## config.mk

```make
export PLATFORM = sky130hd
export DESIGN_NAME = icetap_trigger_seq
export DESIGN_NICKNAME = d
export VERILOG_FILES = /design/src/rtl/icetap_trigger_seq_pkg.sv /design/src/rtl/icetap_mask_match.sv /design/src/rtl/icetap_trigger_seq.sv
export SDC_FILE = /design/constraint.sdc
export NUM_CORES = 1
export LEC_CHECK = 0
export ABC_AREA = 1
export ABC_CLOCK_PERIOD_IN_PS = 4700
export CELL_PAD_IN_SITES_DETAIL_PLACEMENT = 1
export CELL_PAD_IN_SITES_GLOBAL_PLACEMENT = 1
export CORE_ASPECT_RATIO = 2
export CORE_MARGIN = 4
export CORE_UTILIZATION = 31
export DETAILED_ROUTE_END_ITERATION = 6
export PLACE_DENSITY = 0.92
export SKIP_LAST_GASP = 1
export SLEW_MARGIN = 25
export SYNTH_ARGS = -nofsm -noshare
export SYNTH_HDL_FRONTEND = slang
export SYNTH_SLANG_ARGS = --single-unit
```

## constraint.sdc

```tcl
create_clock -name clk -period 4.7 [get_ports clk]
set_clock_uncertainty 0.05 [all_clocks]
set_input_delay 0.705 -clock clk [delete_from_list [all_inputs] [get_ports clk]]
set_output_delay 0.705 -clock clk [all_outputs]
set_load 0.02 [all_outputs]
```

## src/rtl/icetap_trigger_seq_pkg.sv

```systemverilog
// Shared definitions for the icetap trigger sequencer: per-signal condition
// codes, FSM state encoding and the condition evaluation helper.
package icetap_trigger_seq_pkg;

    localparam logic [2:0] ICETAP_COND_DC   = 3'b000;
    localparam logic [2:0] ICETAP_COND_HIGH = 3'b001;
    localparam logic [2:0] ICETAP_COND_LOW  = 3'b010;
    localparam logic [2:0] ICETAP_COND_ANY  = 3'b011;
    localparam logic [2:0] ICETAP_COND_RISE = 3'b101;
    localparam logic [2:0] ICETAP_COND_FALL = 3'b110;

    typedef enum logic [1:0] {
        ST_IDLE  = 2'd0,
        ST_ARMED = 2'd1,
        ST_POST  = 2'd2,
        ST_DONE  = 2'd3
    } icetap_state_e;

    // Codes 100 and 111 are unassigned and behave as don't care.
    function automatic logic cond_ok(input logic [2:0] code, input logic cur, input logic prev);
        logic ok;
        case (code)
            ICETAP_COND_DC:   ok = 1'b1;
            ICETAP_COND_HIGH: ok = cur;
            ICETAP_COND_LOW:  ok = ~cur;
            ICETAP_COND_ANY:  ok = cur ^ prev;
            ICETAP_COND_RISE: ok = cur & ~prev;
            ICETAP_COND_FALL: ok = ~cur & prev;
            default:          ok = 1'b1;
        endcase
        return ok;
    endfunction

endpackage

```

## src/rtl/icetap_mask_match.sv

```systemverilog
// Combinational mask matcher: high when every signal satisfies its 3-bit
// condition code, comparing the current sample against the previous one.
module icetap_mask_match
    import icetap_trigger_seq_pkg::*;
#(
    parameter int NR_SIGNALS = 8
) (
    input  logic [NR_SIGNALS-1:0]   cur,
    input  logic [NR_SIGNALS-1:0]   prev,
    input  logic [3*NR_SIGNALS-1:0] mask,
    output logic                    match
);

    always_comb begin
        match = 1'b1;
        for (int i = 0; i < NR_SIGNALS; i++) begin
            if (!cond_ok(mask[3*i +: 3], cur[i], prev[i])) begin
                match = 1'b0;
            end
        end
    end

endmodule

```

## src/rtl/icetap_trigger_seq.sv

```systemverilog
// Multi-stage trigger sequencer and capture-address engine for icetap.
// Optional per-stage timeout enabled by defining ICETAP_TRIG_TIMEOUT_EN.
module icetap_trigger_seq
    import icetap_trigger_seq_pkg::*;
#(
    parameter int NR_SIGNALS = 8,
    parameter int NR_STAGES  = 4,
    parameter int DEPTH      = 256,
    parameter int CNT_W      = 16,
    localparam int ADDR_W    = $clog2(DEPTH),
    localparam int STAGE_W   = (NR_STAGES > 1) ? $clog2(NR_STAGES) : 1,
    localparam int NRS_W     = $clog2(NR_STAGES + 1)
) (
    input  logic                              clk,
    input  logic                              reset,
    input  logic [NR_SIGNALS-1:0]             signals_in,
    input  logic                              cmd_start,
    input  logic                              cmd_abort,
    input  logic [3*NR_SIGNALS-1:0]           cfg_store_mask,
    input  logic [NR_STAGES*3*NR_SIGNALS-1:0] cfg_trig_mask,
    input  logic [NR_STAGES*CNT_W-1:0]        cfg_trig_count,
    input  logic [NRS_W-1:0]                  cfg_nr_stages,
    input  logic [ADDR_W-1:0]                 cfg_post_len,
`ifdef ICETAP_TRIG_TIMEOUT_EN
    input  logic [CNT_W-1:0]                  cfg_stage_timeout,
`endif
    output logic                              ram_wr_en,
    output logic [ADDR_W-1:0]                 ram_wr_addr,
    output logic [NR_SIGNALS-1:0]             ram_wr_data,
    output logic [STAGE_W-1:0]                cur_stage,
    output logic                              busy,
    output logic                              triggered,
    output logic                              done,
    output logic                              full,
    output logic [ADDR_W-1:0]                 trig_addr,
    output logic [ADDR_W-1:0]                 first_addr
);

    icetap_state_e          r_state;
    icetap_state_e          w_next_state;
    logic [NR_SIGNALS-1:0]  r_signals_d;
    logic                   r_edge_ok;
    logic [ADDR_W-1:0]      r_wr_addr;
    logic [STAGE_W-1:0]     r_stage;
    logic [CNT_W-1:0]       r_occ_cnt;
    logic [ADDR_W-1:0]      r_post_cnt;
    logic                   r_triggered;
    logic                   r_full;
    logic [ADDR_W-1:0]      r_trig_addr;
    logic                   r_wr_en;
    logic [ADDR_W-1:0]      r_wr_addr_q;
    logic [NR_SIGNALS-1:0]  r_wr_data;
`ifdef ICETAP_TRIG_TIMEOUT_EN
    logic [CNT_W-1:0]       r_to_cnt;
`endif

    logic [NR_SIGNALS-1:0]  w_prev;
    logic                   w_store_match;
    logic [NR_STAGES-1:0]   w_stage_match;
    logic                   w_cur_match;
    logic [CNT_W-1:0]       w_eff_cnt;
    logic [STAGE_W-1:0]     w_last_stage;
    logic                   w_active;
    logic                   w_start;
    logic                   w_hit;
    logic                   w_adv;
    logic                   w_trig;
    logic                   w_store;

    // Feeding the current sample as "previous" makes every edge condition
    // false on the first ARMED cycle, before a valid history exists.
    assign w_prev = r_edge_ok ? r_signals_d : signals_in;

    icetap_mask_match #(.NR_SIGNALS(NR_SIGNALS)) u_store_match (
        .cur   (signals_in),
        .prev  (w_prev),
        .mask  (cfg_store_mask),
        .match (w_store_match)
    );

    for (genvar g = 0; g < NR_STAGES; g++) begin : g_stage
        icetap_mask_match #(.NR_SIGNALS(NR_SIGNALS)) u_trig_match (
            .cur   (signals_in),
            .prev  (w_prev),
            .mask  (cfg_trig_mask[g*3*NR_SIGNALS +: 3*NR_SIGNALS]),
            .match (w_stage_match[g])
        );
    end

    assign w_cur_match = w_stage_match[r_stage];

    always_comb begin
        w_eff_cnt = cfg_trig_count[CNT_W-1:0];
        for (int k = 0; k < NR_STAGES; k++) begin
            if (r_stage == STAGE_W'(k)) begin
                w_eff_cnt = cfg_trig_count[k*CNT_W +: CNT_W];
            end
        end
        if (w_eff_cnt == '0) begin
            w_eff_cnt = CNT_W'(1);
        end
    end

    always_comb begin
        if (cfg_nr_stages == '0) begin
            w_last_stage = '0;
        end else if (cfg_nr_stages > NRS_W'(NR_STAGES)) begin
            w_last_stage = STAGE_W'(NR_STAGES - 1);
        end else begin
            w_last_stage = STAGE_W'(cfg_nr_stages - 1'b1);
        end
    end

    assign w_active = (r_state == ST_ARMED) || (r_state == ST_POST);
    assign w_start  = ((r_state == ST_IDLE) || (r_state == ST_DONE)) && cmd_start && !cmd_abort;
    assign w_hit    = (r_state == ST_ARMED) && !cmd_abort && w_cur_match;
    assign w_adv    = w_hit && (({1'b0, r_occ_cnt} + 1'b1) >= {1'b0, w_eff_cnt});
    assign w_trig   = w_adv && (r_stage == w_last_stage);
    assign w_store  = w_active && !cmd_abort && (w_store_match || w_trig);

    always_ff @(posedge clk or posedge reset) begin
        if (reset) begin
            r_state <= ST_IDLE;
        end else begin
            r_state <= w_next_state;
        end
    end

    always_comb begin
        w_next_state = r_state;
        if (cmd_abort) begin
            w_next_state = ST_IDLE;
        end else begin
            case (r_state)
                ST_IDLE, ST_DONE: begin
                    if (cmd_start) begin
                        w_next_state = ST_ARMED;
                    end
                end
                ST_ARMED: begin
                    if (w_trig) begin
                        w_next_state = (cfg_post_len == '0) ? ST_DONE : ST_POST;
                    end
                end
                ST_POST: begin
                    if (w_store && ((r_post_cnt + 1'b1) == cfg_post_len)) begin
                        w_next_state = ST_DONE;
                    end
                end
                default: w_next_state = ST_IDLE;
            endcase
        end
    end

    always_ff @(posedge clk or posedge reset) begin
        if (reset) begin
            r_signals_d <= '0;
            r_edge_ok   <= 1'b0;
            r_wr_addr   <= '0;
            r_stage     <= '0;
            r_occ_cnt   <= '0;
            r_post_cnt  <= '0;
            r_triggered <= 1'b0;
            r_full      <= 1'b0;
            r_trig_addr <= '0;
            r_wr_en     <= 1'b0;
            r_wr_addr_q <= '0;
            r_wr_data   <= '0;
`ifdef ICETAP_TRIG_TIMEOUT_EN
            r_to_cnt    <= '0;
`endif
        end else begin
            r_signals_d <= signals_in;
            r_edge_ok   <= w_active;
            r_wr_en     <= w_store;
            if (w_start) begin
                r_wr_addr   <= '0;
                r_stage     <= '0;
                r_occ_cnt   <= '0;
                r_post_cnt  <= '0;
                r_triggered <= 1'b0;
                r_full      <= 1'b0;
`ifdef ICETAP_TRIG_TIMEOUT_EN
                r_to_cnt    <= '0;
`endif
            end else begin
                if (w_store) begin
                    r_wr_addr_q <= r_wr_addr;
                    r_wr_data   <= signals_in;
                    r_wr_addr   <= r_wr_addr + 1'b1;
                    if (r_wr_addr == '1) begin
                        r_full <= 1'b1;
                    end
                end
                if (w_hit) begin
                    if (w_adv) begin
                        r_occ_cnt <= '0;
                        if (w_trig) begin
                            r_triggered <= 1'b1;
                            r_trig_addr <= r_wr_addr;
                            r_post_cnt  <= '0;
                        end else begin
                            r_stage <= r_stage + 1'b1;
                        end
                    end else begin
                        r_occ_cnt <= r_occ_cnt + 1'b1;
                    end
                end
                if ((r_state == ST_POST) && w_store) begin
                    r_post_cnt <= r_post_cnt + 1'b1;
                end
`ifdef ICETAP_TRIG_TIMEOUT_EN
                // Placed last so an expiring timeout overrides an occ_cnt bump.
                if ((r_state == ST_ARMED) && !cmd_abort) begin
                    if (w_adv) begin
                        r_to_cnt <= '0;
                    end else if (r_stage != '0) begin
                        if ((cfg_stage_timeout != '0) && ((r_to_cnt + 1'b1) == cfg_stage_timeout)) begin
                            r_stage   <= '0;
                            r_occ_cnt <= '0;
                            r_to_cnt  <= '0;
                        end else begin
                            r_to_cnt <= r_to_cnt + 1'b1;
                        end
                    end
                end
`endif
            end
        end
    end

    assign ram_wr_en   = r_wr_en;
    assign ram_wr_addr = r_wr_addr_q;
    assign ram_wr_data = r_wr_data;
    assign cur_stage   = r_stage;
    assign busy        = w_active;
    assign triggered   = r_triggered;
    assign done        = (r_state == ST_DONE);
    assign full        = r_full;
    assign trig_addr   = r_trig_addr;
    assign first_addr  = r_full ? r_wr_addr : '0;

endmodule

```

# Word level (Yosys, flattened, before mapping)
# Index checks and enable logic that the tools add are counted.
# totals
register_bits	72
inputBits	207
output_inout_bits	39
wordCells	427
# classes
add_sub_neg	6
n_lt_le_gt_ge	3
n_eq_ne	213
mux	117
n_bitwise	41
n_reduce_logical	34
# op_table
op	n
$eq A3 B2 Y1 const B	80
$eq A3 B3 Y1 const B	80
$pmux W1 S5	40
$eq A3 B1 Y1 const B	40
$mux W16	7
$mux W8	9
$mux W1	49
$mux W2	10
$add A16 B1 Y17 const B	1
$ge A17 B16 Y1	1
$not A1 Y1	17
$add A16 B1 Y16 const B	1
$add A8 B1 Y8 const B	2
$and A1 B1 Y1	16
$logic_not A16 Y1	1
$reduce_and A3 Y1	4
$logic_and A1 B1 Y1	10
$reduce_bool A2 Y1	5
$reduce_bool A3 Y1	3
$eq A2 B2 Y1 const B	4
$eq A8 B8 Y1	1
$eq A8 B8 Y1 const B	1
$logic_not A8 Y1	1
$xor A1 B1 Y1	8
other kinds (18)	23

# Longest topological paths before layout
# Gate-level depths: netlist of run 1.
# logic_depth
depth_word	23
mapped_depth	28
depth_no_buf	28

# Hierarchy
# Synthesis of run 1 repeated with hierarchy kept, for this count alone.
# hier_totals
hier_cells	1435
area_unflattened_um2	8662.1
# modules_own_cells
mod	instances	cells_each	area_each_um2	seq_area_each_um2
icetap_trigger_seq	1	660	4852.2	1801.7
icetap_mask_match	5	155	762.0	0.0

# Least setup slack after synthesis of run 1
# No wires, ideal clock.
# synth_path
path_kind	register to register
from	register r_stage[0], in the netlist cur_stage[0]
to	register r_occ_cnt[13]
arrival_time_ns	3.353
setup_slack_ns	1.214
path_stages_with_launch	22
path_cell_list	dfrtp_1 -> inv_1 -> ha_1 -> clkbuf_1 -> a21oi_1 -> o21ai_0 -> o21ai_0 -> nand4_1 -> o41ai_1 -> ha_1 -> o21ai_0 -> o211ai_1 -> nand3_1 -> nand2_1 -> nand2_1 -> nand2_1 -> nand2_1 -> nand2_1 -> a21oi_1 -> buf_2 -> nand3_1 -> o21ai_0
# synth_between
elab_chain_len	11
# synth_rtl
element	line_no	source
from (decl)	icetap_trigger_seq.sv:44	logic [STAGE_W-1:0] r_stage;
from (signal assigned)	icetap_trigger_seq.sv:203	r_stage <= r_stage + 1'b1;
$eq A2 B1 Y1	icetap_trigger_seq.sv:95	if (r_stage == STAGE_W'(k)) begin
$mux W16 (3 in a row)	icetap_trigger_seq.sv:95	
$logic_not A16 Y1	icetap_trigger_seq.sv:99	if (w_eff_cnt == '0) begin
$mux W16	icetap_trigger_seq.sv:99	
$ge A17 B16 Y1	icetap_trigger_seq.sv:117	assign w_adv = w_hit && (({1'b0, r_occ_cnt} + 1'b1) >= {1'b0, w_eff_cnt});
$logic_and A1 B1 Y1	icetap_trigger_seq.sv:117	
$mux W16	icetap_trigger_seq.sv:196	if (w_adv) begin
$mux W16	icetap_trigger_seq.sv:195	if (w_hit) begin
$mux W16	icetap_trigger_seq.sv:176	if (w_start) begin
to (signal assigned)	icetap_trigger_seq.sv:206	r_occ_cnt <= r_occ_cnt + 1'b1;
to (decl)	icetap_trigger_seq.sv:45	logic [CNT_W-1:0] r_occ_cnt;
# Several ways; a longest one is shown, not always the timed one. The select of a mux whose other input is x is not followed.
# A chain may end at the register's enable or synchronous reset.

# Worst setup path after layout of run 1
# layout_path
from	register r_occ_cnt[0]
to	register r_wr_addr[6]
# layout_between
elab_chain_len	7
# layout_rtl
element	line_no	source
$add A16 B1 Y17	icetap_trigger_seq.sv:117	
$ge A17 B16 Y1	icetap_trigger_seq.sv:117	
$logic_and A1 B1 Y1	icetap_trigger_seq.sv:117	
$logic_and A1 B1 Y1	icetap_trigger_seq.sv:118	assign w_trig = w_adv && (r_stage == w_last_stage);
$logic_or A1 B1 Y1	icetap_trigger_seq.sv:119	assign w_store = w_active && !cmd_abort && (w_store_match || w_trig);
$logic_and A1 B1 Y1	icetap_trigger_seq.sv:119	
named net w_store	icetap_trigger_seq.sv:68	logic w_store;
$reduce_bool A2 Y1 (no source line)	n/a	
to (signal assigned)	icetap_trigger_seq.sv:190	r_wr_addr <= r_wr_addr + 1'b1;
to (decl)	icetap_trigger_seq.sv:43	logic [ADDR_W-1:0] r_wr_addr;
# The timed path passes the listed nets, and every way through them passes these cells.

==> reports/qor.yml, run 1 <==
hold_depth: 2
die_x_um: 114.1
syn_to_final_growth_pct: 44.30
drc: 0
yosysWarnings: 0
antenna_found_initial: 2
synth_nets: 1397
holdCritPathClass: "reg2reg"
rows: 77
swShare_pct: 43.38
clkPwrFrac_pct: 21.2
worstPathRequired_ps: 4850
grt_max_degree: 47
end_kind: "flop"
synth-edff-count: 0
hold_start: "triggered$_DFFE_PP0P_"
ys_seq_elements: 72
ys_seq_area_share_pct: 25.82
timing.final.max_slew_violations: 0
p_sw_w: 0.001382
highest_layer: "met4"
drt-met1-wl_um: 9324
seq_power_share_pct: 27.1
period_minus_slack_ps: 4424
leakage_nw: 4.894
grt_pass1_vias: 9401
synth-simple-area-share_pct: 33.48
overflow: 0
routed_wirelength_um: 29800
hold_viol_final: 0
fin_crit_sh_pct: 94.12
cts_inserted_buffers: 9
hpwlAfterDp_um: 25660
synth_compound_area_share_pct: 18.01
layout_commonest_cell: "nand2_1"
worstSetupPathType: "reg2reg"
muxShareOfSynthArea_pct: 0
grt_usage_pct: 23.15
clk_latency_ps: 340
post_cts_buffers: 0
vias: 8560
hold_path_end: "triggered$_DFFE_PP0P_"
fin_nets: 1640
drt-initial-drc-count: 300
whs_ps: 426.4
wl_met3_um: 1283
grt_pass1_wl_um: 45940
route.met2.wl_um: 17220
drive_gt1_share_pct: 3.584
mostFrequentLayoutCells: "350 x nand2_1, 245 x clkdlybuf4s50_1, 189 x inv_1"
ctsResizeCount: 0
r2r_cells: 26
die_h_um: 220.2
synth_top_family_by_area: "simple AND/OR/NAND/NOR gates"
drv_cap: 0
setup_viol: 0
core_region_area_um2: 22160
tightest_slew_ps: 841.9
cpPeakStageDelay_ps: 420
p_int_w: 0.001803
postSynth.asyncResetShare_pct: 100.0
initial_utilization_pct: 31.49
portBuffers: 245
final.setup.tns_ps: 0
crit_slowest_cell: "dfrtp_1"
postRouteAntennaNets: 0
power_density_nw_per_um2: 316.4
syn_inst: 1148
worstSetupStartpointType: "flop"
critPathMostFrequentCell: "nand2_1"
cts-root-buf: "clkbuf_16"
routed_via_density: 5.110
io-pin-count: 246
max_freq_ghz: 0.2260
cts_num_sinks: 72
arrival_ps: 4580
drt_pass1_iterations: 4
cts_tree: "built"
timing.rr.end: "r_wr_addr[6]$_DFFE_PP0P_"
h-tree-depth: 3
syn_area_per_cell_um2: 6.077
r2r_start: "r_occ_cnt[0]$_DFFE_PP0P_"
relSlewSlack_pct: 43.87
power_frac_comb_pct: 51.7
status: "completed"
wl_per_cell_um: 17.79
cts_max_path_buffers: 2
critPathMaxFanout: 26
synth_fa_ha_area_share_pct: 7.676
synth-xor-area-share_pct: 2.887
synthesis.area_um2: 6977
crit_start: "r_occ_cnt[0]$_DFFE_PP0P_"
place.gp.congestion: 0.9289
cts.clk_slew.worst_paths_ps: 60
reg2reg_setup_slack_ps: 280
ys_types: 43
ir_worst_vdd_mv: 0.1407
dieArea_um2: 25120
cts-hold-fix-buffers: 0
synth_top_flop_cell: "dfrtp_1"
==> sequential cells by signal, indices dropped and copies added (netlist names), 2 cells and up <==
register and count:
r_wr_addr 8, cur_stage 2, r_signals_d 8, r_occ_cnt 16, trig_addr 8, r_post_cnt 8, ram_wr_data 8, ram_wr_addr 8
r_state 2
==> cells by family (layout without fill, tap and decap cells) <==
group                    Yosys count  count (layout)
other                              0               4
adder cells (fa/ha/maj)           43              43
buffers and inverters            219             466
XOR/XNOR                          23              23
flip-flops                        72              72
AND/OR/NAND/NOR                  554             554
AO/OA/AOI/OAI                    237             237
==> synth_stat cells (2+ instances only) <==
| cell | count | share of area [%] |
|---|---|---|
| ha_1 | 42 | 7.5 |
| xnor2_1 | 3 | 0.38 |
| nor4_1 | 5 | 0.45 |
| clkbuf_1 | 12 | 0.65 |
| o21bai_1 | 2 | 0.22 |
| a31oi_1 | 2 | 0.18 |
| a22o_1 | 3 | 0.38 |
| nor2_1 | 78 | 4.2 |
| buf_6 | 2 | 0.32 |
| a21oi_1 | 42 | 3.0 |
| dfrtp_1 | 72 | 26 |
| o21ai_1 | 32 | 2.3 |
| or2_2 | 4 | 0.36 |
| nand2_4 | 4 | 0.65 |
| a32o_1 | 2 | 0.29 |
| nand3_1 | 86 | 6.2 |
| o211ai_1 | 4 | 0.43 |
| nor3_1 | 8 | 0.57 |
| o22ai_1 | 4 | 0.36 |
| o21a_1 | 3 | 0.32 |
| o21ai_0 | 137 | 9.8 |
| nand2_2 | 2 | 0.18 |
| nand4_1 | 9 | 0.81 |
| buf_2 | 6 | 0.43 |
| inv_2 | 8 | 0.43 |
| xor2_1 | 20 | 2.5 |
| nand2_1 | 350 | 19 |
| o31ai_1 | 2 | 0.22 |
| inv_1 | 190 | 10 |
==> worst max-delay path: cells and delay by family (launching register included) <==
family | cells | cell delay (ps)
xor gates and xnor gates | 1 | 250
and+or+nand+nor | 16 | 2160
adders and majority gates | 2 | 500
DFF | 1 | 420
buffers and inverters | 4 | 510
AOI/OAI and AO/OA | 3 | 400
==> per-stage QoR <==
step / util (%) / area (µm²) / setup slack (ps) / std cells / total power [W]
final: 45.43 / 10070 / 276.2 / 1675 / 0.003185
after global routing: 45.41 / 10060 / -123.6 / 1673 / 0.003439
after CTS: 45.22 / 10020 / 47.11 / 1671 / 0.003197
after detailed placement: 43.91 / 9731 / 43.46 / 1656 / 0.002505
after global placement: 43.91 / 9731 / 351.7 / 1656 / 0.002428
after floorplan: - / 6977 / 1214 / 1148 / 0.001788
==> power by group through the flow <==
stage,combinational (W),clock (W),sequential (W)
after floorplan,0.000916,0,0.000872
after global placement,0.00157,0,0.000858
after detailed placement,0.00164,0,0.000867
after CTS,0.00164,0.000695,0.000858
after global routing,0.00184,0.000723,0.000875
final,0.00165,0.000675,0.000862
==> area by class of cell <==
| type | instances | area [µm²] |
|---|---|---|
| diodes | 4 | 10.01 |
| clock buffers | 12 | 246.5 |
| clock inverters | 3 | 42.54 |
| fillers | 2949 | 12090 |
| inverters | 199 | 749.5 |
| multi-input cells | 857 | 4367 |
| flip-flops and latches | 72 | 1802 |
| well taps | 276 | 345.3 |
| repair buffers | 252 | 2505 |
==> per-layer routing <==
metal  GRT usage, %  up-vias
met3          2.983       77
li1               -     4157
met2          48.28      265
met4          14.82        0
met5              0        -
met1          19.37     4061
==> how the worst max path moves through the flow <==
stage / cells past startpoint / slack [ps] / end
after floorplan: 21 / 1210 / r_occ_cnt[13]$_DFFE_PP0P_
after global placement: 24 / 350 / r_wr_addr[3]$_DFFE_PP0P_
after detailed placement: 23 / 40 / r_wr_addr[6]$_DFFE_PP0P_
after CTS: 23 / 50 / r_wr_addr[6]$_DFFE_PP0P_
after global routing: 26 / -120 / r_wr_addr[6]$_DFFE_PP0P_
final: 26 / 280 / r_wr_addr[6]$_DFFE_PP0P_
Note: power is estimated with default switching activity, not from simulation.
==> run 2, diff against run 1 <==
--- a/config.mk
+++ b/config.mk
@@ -6,14 +6,15 @@
 export NUM_CORES = 1
 export LEC_CHECK = 0
 export ABC_AREA = 1
-export ABC_CLOCK_PERIOD_IN_PS = 4700
+export ABC_CLOCK_PERIOD_IN_PS = 4900
 export CELL_PAD_IN_SITES_DETAIL_PLACEMENT = 1
 export CELL_PAD_IN_SITES_GLOBAL_PLACEMENT = 1
 export CORE_ASPECT_RATIO = 2
 export CORE_MARGIN = 4
-export CORE_UTILIZATION = 31
+export CORE_UTILIZATION = 25
+export CTS_BUF_LIST = sky130_fd_sc_hd__clkbuf_8
 export DETAILED_ROUTE_END_ITERATION = 6
-export PLACE_DENSITY = 0.92
+export PLACE_DENSITY = 0.79
 export SKIP_LAST_GASP = 1
 export SLEW_MARGIN = 25
 export SYNTH_ARGS = -nofsm -noshare
==> constraint.sdc (replaced) <==
create_clock -name clk -period 4.9 [get_ports clk]
set_clock_uncertainty 0.05 [all_clocks]
set_input_delay 0.735 -clock clk [delete_from_list [all_inputs] [get_ports clk]]
set_output_delay 0.735 -clock clk [all_outputs]
set_load 0.02 [all_outputs]
==> run 2 against run 1 <==
- clock power fell by 2%
- cell count rose by 4.5%
- sequential cell count unchanged
- critical path depth is 3 lower
- combinational power decreased by 4%
- sequential power is 5.1% lower
- via count decreased by 2.1%
- hold slack improved by 25 ps
- setup slack improved by 230 ps
==> reports/qor.yml, run 2 (synthesized netlist as in run 1, its figures left out) <==
die_x_um: 126.1  # was 114.1 µm
whs_ps: 451.0  # was 426.4 ps
setup_viol: 0  # unchanged
wl_met3_um: 1238  # was 1283 µm
drt-met1-wl_um: 9569  # was 9324 µm
timing.final.max_slew_violations: 0  # unchanged
fin_util_pct: 36.77  # was 45.43%
die_h_um: 244.3  # was 220.2 µm
nFillCells: 3622  # was 2949
core_region_area_um2: 27550  # was 22160 µm²
route.met2.wl_um: 17170  # was 17220 µm
rows: 86  # was 77
power_density_nw_per_um2: 302.0  # was 316.4 nW/µm²
hold_viol_final: 0  # unchanged
holdCritPathClass: "reg2reg"  # unchanged
initial_utilization_pct: 25.33  # was 31.49%
io-pin-count: 246  # unchanged
hpwlAfterDp_um: 26010  # was 25660 µm
mostFrequentLayoutCells: "350 x nand2_1, 245 x clkdlybuf4s50_1, 189 x inv_1"  # unchanged
h-tree-depth: 3  # unchanged
routed_wirelength_um: 29930  # was 29800 µm
period_minus_slack_ps: 4399  # was 4424 ps
cts_tree: "built"  # unchanged
fin_nets: 1641  # was 1640
fin_crit_sh_pct: 89.77  # was 94.12%
cts_num_sinks: 72  # unchanged
tightest_slew_ps: 884.8  # was 841.9 ps
dieArea_um2: 30810  # was 25120 µm²
area.sequential_um2: 1802  # unchanged
max_freq_ghz: 0.2273  # was 0.2260 GHz
worstSetupStartpointType: "flop"  # unchanged
highest_layer: "met4"  # unchanged
end_kind: "flop"  # unchanged
drt_pass1_iterations: 4  # unchanged
leakage_nw: 4.899  # was 4.894 nW
hold_start: "triggered$_DFFE_PP0P_"  # unchanged
drive_gt1_share_pct: 3.794  # was 3.584%
cts-root-buf: "clkbuf_8"  # was clkbuf_16
r2r_start: "cur_stage[1]$_DFFE_PP0P_"  # was r_occ_cnt[0]$_DFFE_PP0P_
relSlewSlack_pct: 40.95  # was 43.87%
critPathMaxFanout: 35  # was 26
cts-hold-fix-buffers: 0  # unchanged
clk_latency_ps: 360  # was 340 ps
layout_commonest_cell: "nand2_1"  # unchanged
final.setup.tns_ps: 0  # unchanged
status: "completed"  # unchanged
cts_max_path_buffers: 2  # unchanged
antenna_found_initial: 2  # unchanged
vias: 8383  # was 8560
multiInputGateArea_um2: 4344  # was 4367 µm²
grt_usage_pct: 19.01  # was 23.15%
overflow: 0  # unchanged
grt_max_degree: 48  # was 47
drc: 0  # unchanged
grt_pass1_vias: 9435  # was 9401
crit_start: "cur_stage[1]$_DFFE_PP0P_"  # was r_occ_cnt[0]$_DFFE_PP0P_
drv_cap: 0  # unchanged
portBuffers: 245  # unchanged
place.gp.congestion: 0.9938  # was 0.9289
rsz0062_at_grt: "no"
cts_inserted_buffers: 9  # unchanged
largest_register_ffs: 16  # unchanged
wl_per_cell_um: 17.09  # was 17.79 µm
worstSetupPathType: "reg2reg"  # unchanged
arrival_ps: 4570  # was 4580 ps
grt_pass1_wl_um: 46790  # was 45940 µm
postRouteAntennaNets: 0  # unchanged
top_register: "r_occ_cnt"  # unchanged
cts.clk_slew.worst_paths_ps: 90  # was 60 ps
ir_worst_vdd_mv: 0.1357  # was 0.1407 mV
worstPathRequired_ps: 5070  # was 4850 ps
routed_via_density: 4.788  # was 5.110
drt-initial-drc-count: 202  # was 300
syn_to_final_growth_pct: 45.18  # was 44.30%
==> run 2: cell count changes in the layout (fill, tap and decap cells not counted), moves of 2 or more <==
| cell | delta |
|---|---|
| diode_2 | -2 |
| clkbuf_16 | -9 |
| ha_4 | -2 |
| clkbuf_1 | -2 |
| clkbuf_8 | +9 |
| bufinv_16 | +3 |
==> run 2: metrics by stage <==
stage,instances,total power [W],instance area (µm²),setup slack [ps]
final,1751,0.003058,10130,501.4
after global routing,1751,0.003318,10130,27.10
after CTS,1749,0.003098,10110,134.8
after detailed placement,1733,0.002427,9833,151.9
after global placement,1733,0.002379,9833,373.7
after floorplan,1148,0.001715,6977,1414
==> run 2: layout make-up <==
cell class	count	share of cell area, %
clock inverter	6	1.359
timing repair buffer	253	24.81
multi-input combinational	857	42.89
tap	352	4.348
clock buffer	10	1.359
sequential	72	17.79
inverter	199	7.400
antenna	2	0.04941
==> run 2: final timing paths <==
path                                       endpoint  slack (ps)  cells past startpoint
setup / recovery           r_wr_addr[6]$_DFFE_PP0P_         500                     23
hold / removal                triggered$_DFFE_PP0P_         450                      2
setup reg to reg           r_wr_addr[6]$_DFFE_PP0P_         500                     23
hold reg to reg               triggered$_DFFE_PP0P_         450                      2
max in group asynchronous    r_state[1]$_DFFE_PP0P_        3120                      3
min in group asynchronous  trig_addr[3]$_DFFE_PP0P_         790                      2
==> run 2: power breakdown <==
group          switching [W]  leakage (nW)  internal (W)
Combinational       0.000958          3.79      0.000622
Sequential          0.000117         0.974      0.000702
Clock               0.000253         0.137      0.000406
Total                0.00133          4.90       0.00173
==> run 2: layer usage <==
metal | vias to the layer above | track usage (%)
met5 | - | 0
met4 | 0 | 11.62
met3 | 78 | 2.820
met2 | 243 | 39.61
met1 | 3898 | 16.01
li1 | 4164 | -
==> run 2: repair_timing <==
item                                    4_1_cts  5_1_grt
setup buffers                                 0        0
endpoints found under the setup margin        0       12
resized for setup                             0        2
==> run 2: critical path: stages (launching register included) <==
cell and delay [ps]:
dfrtp_1 450, inv_1 160, ha_2 530, nand2_1 100, o21ai_0 90, o21ai_0 90
o21ai_0 130, nand4_1 180, o41ai_1 450, ha_1 310, o21ai_0 180, o211ai_1 110
nand3_1 80, nand2_1 50, nand2_1 60, nand2_1 40, nand2_1 50, nand2_1 130
nand3_4 140, nand2_4 70, nand2_4 310, clkinv_2 250, nand3_1 110, o21ai_0 110
==> run 3, diff against run 2 <==
--- a/config.mk
+++ b/config.mk
@@ -14,6 +14,7 @@
 export CORE_UTILIZATION = 25
 export CTS_BUF_LIST = sky130_fd_sc_hd__clkbuf_8
 export DETAILED_ROUTE_END_ITERATION = 6
+export GPL_TIMING_DRIVEN = 0
 export PLACE_DENSITY = 0.79
 export SKIP_LAST_GASP = 1
 export SLEW_MARGIN = 25
==> run 3 against run 2 <==
- hold slack lost 5.2 ps
- utilization grew 0.25 points
- die area is the same
- highest routed layer unchanged
- largest cell class unchanged
- final area grew 0.69%
- critical endpoint is now ram_wr_addr[6]$_DFFE_PP0P_
- combinational power is essentially flat
- critical path depth shrank 1
- sequential cell count is the same
- global-route usage shrank 0.15 points
- register-to-register slack lost 50 ps
- setup slack lost 47 ps
==> reports/qor.yml, run 3 (synthesized netlist as in run 1, its figures left out) <==
top_register: "r_occ_cnt"  # unchanged
die_x_um: 126.1  # unchanged
critPathMaxFanout: 10  # was 35
io-pin-count: 246  # unchanged
core_region_area_um2: 27550  # unchanged
layout_commonest_cell: "nand2_1"  # unchanged
ir_worst_vdd_mv: 0.1555  # was 0.1357 mV
h-tree-depth: 3  # unchanged
max_freq_ghz: 0.2250  # was 0.2273 GHz
tightest_slew_ps: 1155  # was 884.8 ps
cts-hold-fix-buffers: 0  # unchanged
power_w: 0.003060  # was 0.003058 W
grt_max_degree: 43  # was 48
rsz0062_at_grt: "no"  # unchanged
grt_pass1_vias: 9040  # was 9435
timing.final.max_slew_violations: 0  # unchanged
cts_max_path_buffers: 2  # unchanged
fin_crit_sh_pct: 90.72  # was 89.77%
relSlewSlack_pct: 22.38  # was 40.95%
leakage_nw: 4.926  # was 4.899 nW
antenna_found_initial: 3  # was 2
grt_pass1_wl_um: 45960  # was 46790 µm
syn_to_final_growth_pct: 46.18  # was 45.18%
wl_per_cell_um: 16.80  # was 17.09 µm
overflow: 0  # unchanged
initial_utilization_pct: 25.33  # unchanged
nFillCells: 3607  # was 3622
period_minus_slack_ps: 4445  # was 4399 ps
grt_usage_pct: 18.85  # was 19.01%
place.gp.congestion: 0.8502  # was 0.9938
worstSetupStartpointType: "flop"  # unchanged
portBuffers: 245  # unchanged
cts.clk_slew.worst_paths_ps: 90  # about the same
drc: 0  # unchanged
clk_latency_ps: 400  # was 360 ps
end_kind: "flop"  # unchanged
final_cell_area_um2: 10200  # was 10130 µm²
fin_nets: 1654  # was 1641
drive_gt1_share_pct: 4.184  # was 3.794%
setup_viol: 0  # unchanged
hpwlAfterDp_um: 25900  # was 26010 µm
fin_util_pct: 37.02  # was 36.77%
drt_pass1_iterations: 4  # unchanged
routed_via_density: 4.772  # was 4.788
drt-initial-drc-count: 122  # was 202
dieArea_um2: 30810  # unchanged
cts_inserted_buffers: 9  # unchanged
postRouteAntennaNets: 0  # unchanged
final.setup.tns_ps: 0  # unchanged
holdCritPathClass: "reg2reg"  # unchanged
whs_ps: 445.8  # was 451.0 ps
status: "completed"  # unchanged
largest_register_ffs: 16  # unchanged
routed_wirelength_um: 29650  # was 29930 µm
mostFrequentLayoutCells: "350 x nand2_1, 245 x clkdlybuf4s50_1, 189 x inv_1"  # unchanged
arrival_ps: 4720  # was 4570 ps
hold_viol_final: 0  # unchanged
drv_cap: 0  # unchanged
rows: 86  # unchanged
die_h_um: 244.3  # unchanged
cts_num_sinks: 72  # unchanged
post_cts_buffers: 0  # unchanged
placed_area_um2: 9899  # was 9833 µm²
cts-root-buf: "clkbuf_8"  # unchanged
cts_tree: "built"  # unchanged
worstSetupPathType: "reg2reg"  # unchanged
worstPathRequired_ps: 5180  # was 5070 ps
power_density_nw_per_um2: 300.0  # was 302.0 nW/µm²
vias: 8422  # was 8383
-- run 3: cell types whose count changed in the layout (fill, tap and decap cells not counted), moves of 2 or more --
cell / before / now
o21ai_0: 137 / 130
buf_4: 8 / 0
buf_2: 0 / 5
clkbuf_2: 0 / 3
buf_6: 0 / 2
o21ai_1: 32 / 38
clkbuf_1: 0 / 9
-- run 3: layer usage --
layer	wire length, µm	GRT usage [%]
met5	0	0
met4	1247	9.476
met3	1024	2.251
met2	17490	39.83
met1	9882	16.62
-- run 3: report_power, final --
group | switching, W | internal (W)
sequential | 0.000112 | 0.000703
combinational | 0.000972 | 0.000623
clock | 0.000259 | 0.000391
total | 0.00134 | 0.00172
-- run 3: worst max-delay path, cell delays in order (launching register included) --
cell	delay [ps]
dfrtp_2	490
inv_1	220
ha_1	310
clkbuf_1	380
o21ai_0	160
o21ai_0	170
nand4_1	180
o41ai_1	390
ha_1	280
o21ai_0	200
o211ai_1	150
nand3_1	100
nand2_1	70
nand2_1	60
nand2_1	50
nand2_1	50
nand2_1	210
nand3_4	190
nand2_4	80
nand2_4	130
buf_2	280
nand2_1	80
o21ai_1	90
-- run 3: path summary, 6_finish.rpt --
path	start	endpoint	slack, ps	cells past startpoint
min in group asynchronous	reset	trig_addr[3]$_DFFE_PP0P_	640	2
worst min register to register	ram_wr_addr[5]$_DFFE_PP0P_	ram_wr_addr[5]$_DFFE_PP0P_	450	2
max in group asynchronous	reset	cur_stage[0]$_DFFE_PP0P_	3570	3
worst min-delay path	ram_wr_addr[5]$_DFFE_PP0P_	ram_wr_addr[5]$_DFFE_PP0P_	450	2
worst max-delay path	cur_stage[0]$_DFFE_PP0P_	ram_wr_addr[6]$_DFFE_PP0P_	450	22
worst max register to register	cur_stage[0]$_DFFE_PP0P_	ram_wr_addr[6]$_DFFE_PP0P_	450	22
-- run 3: stage by stage --
| stage | setup slack, ps | instances |
|---|---|---|
| after floorplan | 1414 | 1148 |
| after global placement | -15.04 | 1745 |
| after detailed placement | -134.4 | 1746 |
| after CTS | 9.501 | 1762 |
| after global routing | 7.564 | 1765 |
| final | 454.8 | 1765 |
-- run 3: area by class of cell --
cell class	instances	area (µm²)	area share, %
inverter	199	750.7	7.361
clock buffer	9	123.9	1.215
timing repair buffer	246	2480	24.32
tap	352	440.4	4.318
clock inverter	7	142.6	1.399
sequential	72	1803	17.68
buffer	20	103.9	1.018
antenna	3	7.507	0.07361
multi-input combinational	857	4347	42.62
-- run 3: repair_timing --
action	4_1_cts	5_1_grt
hold endpoints to repair	0	0
setup endpoints to repair	10	62
gates resized for setup	2	16
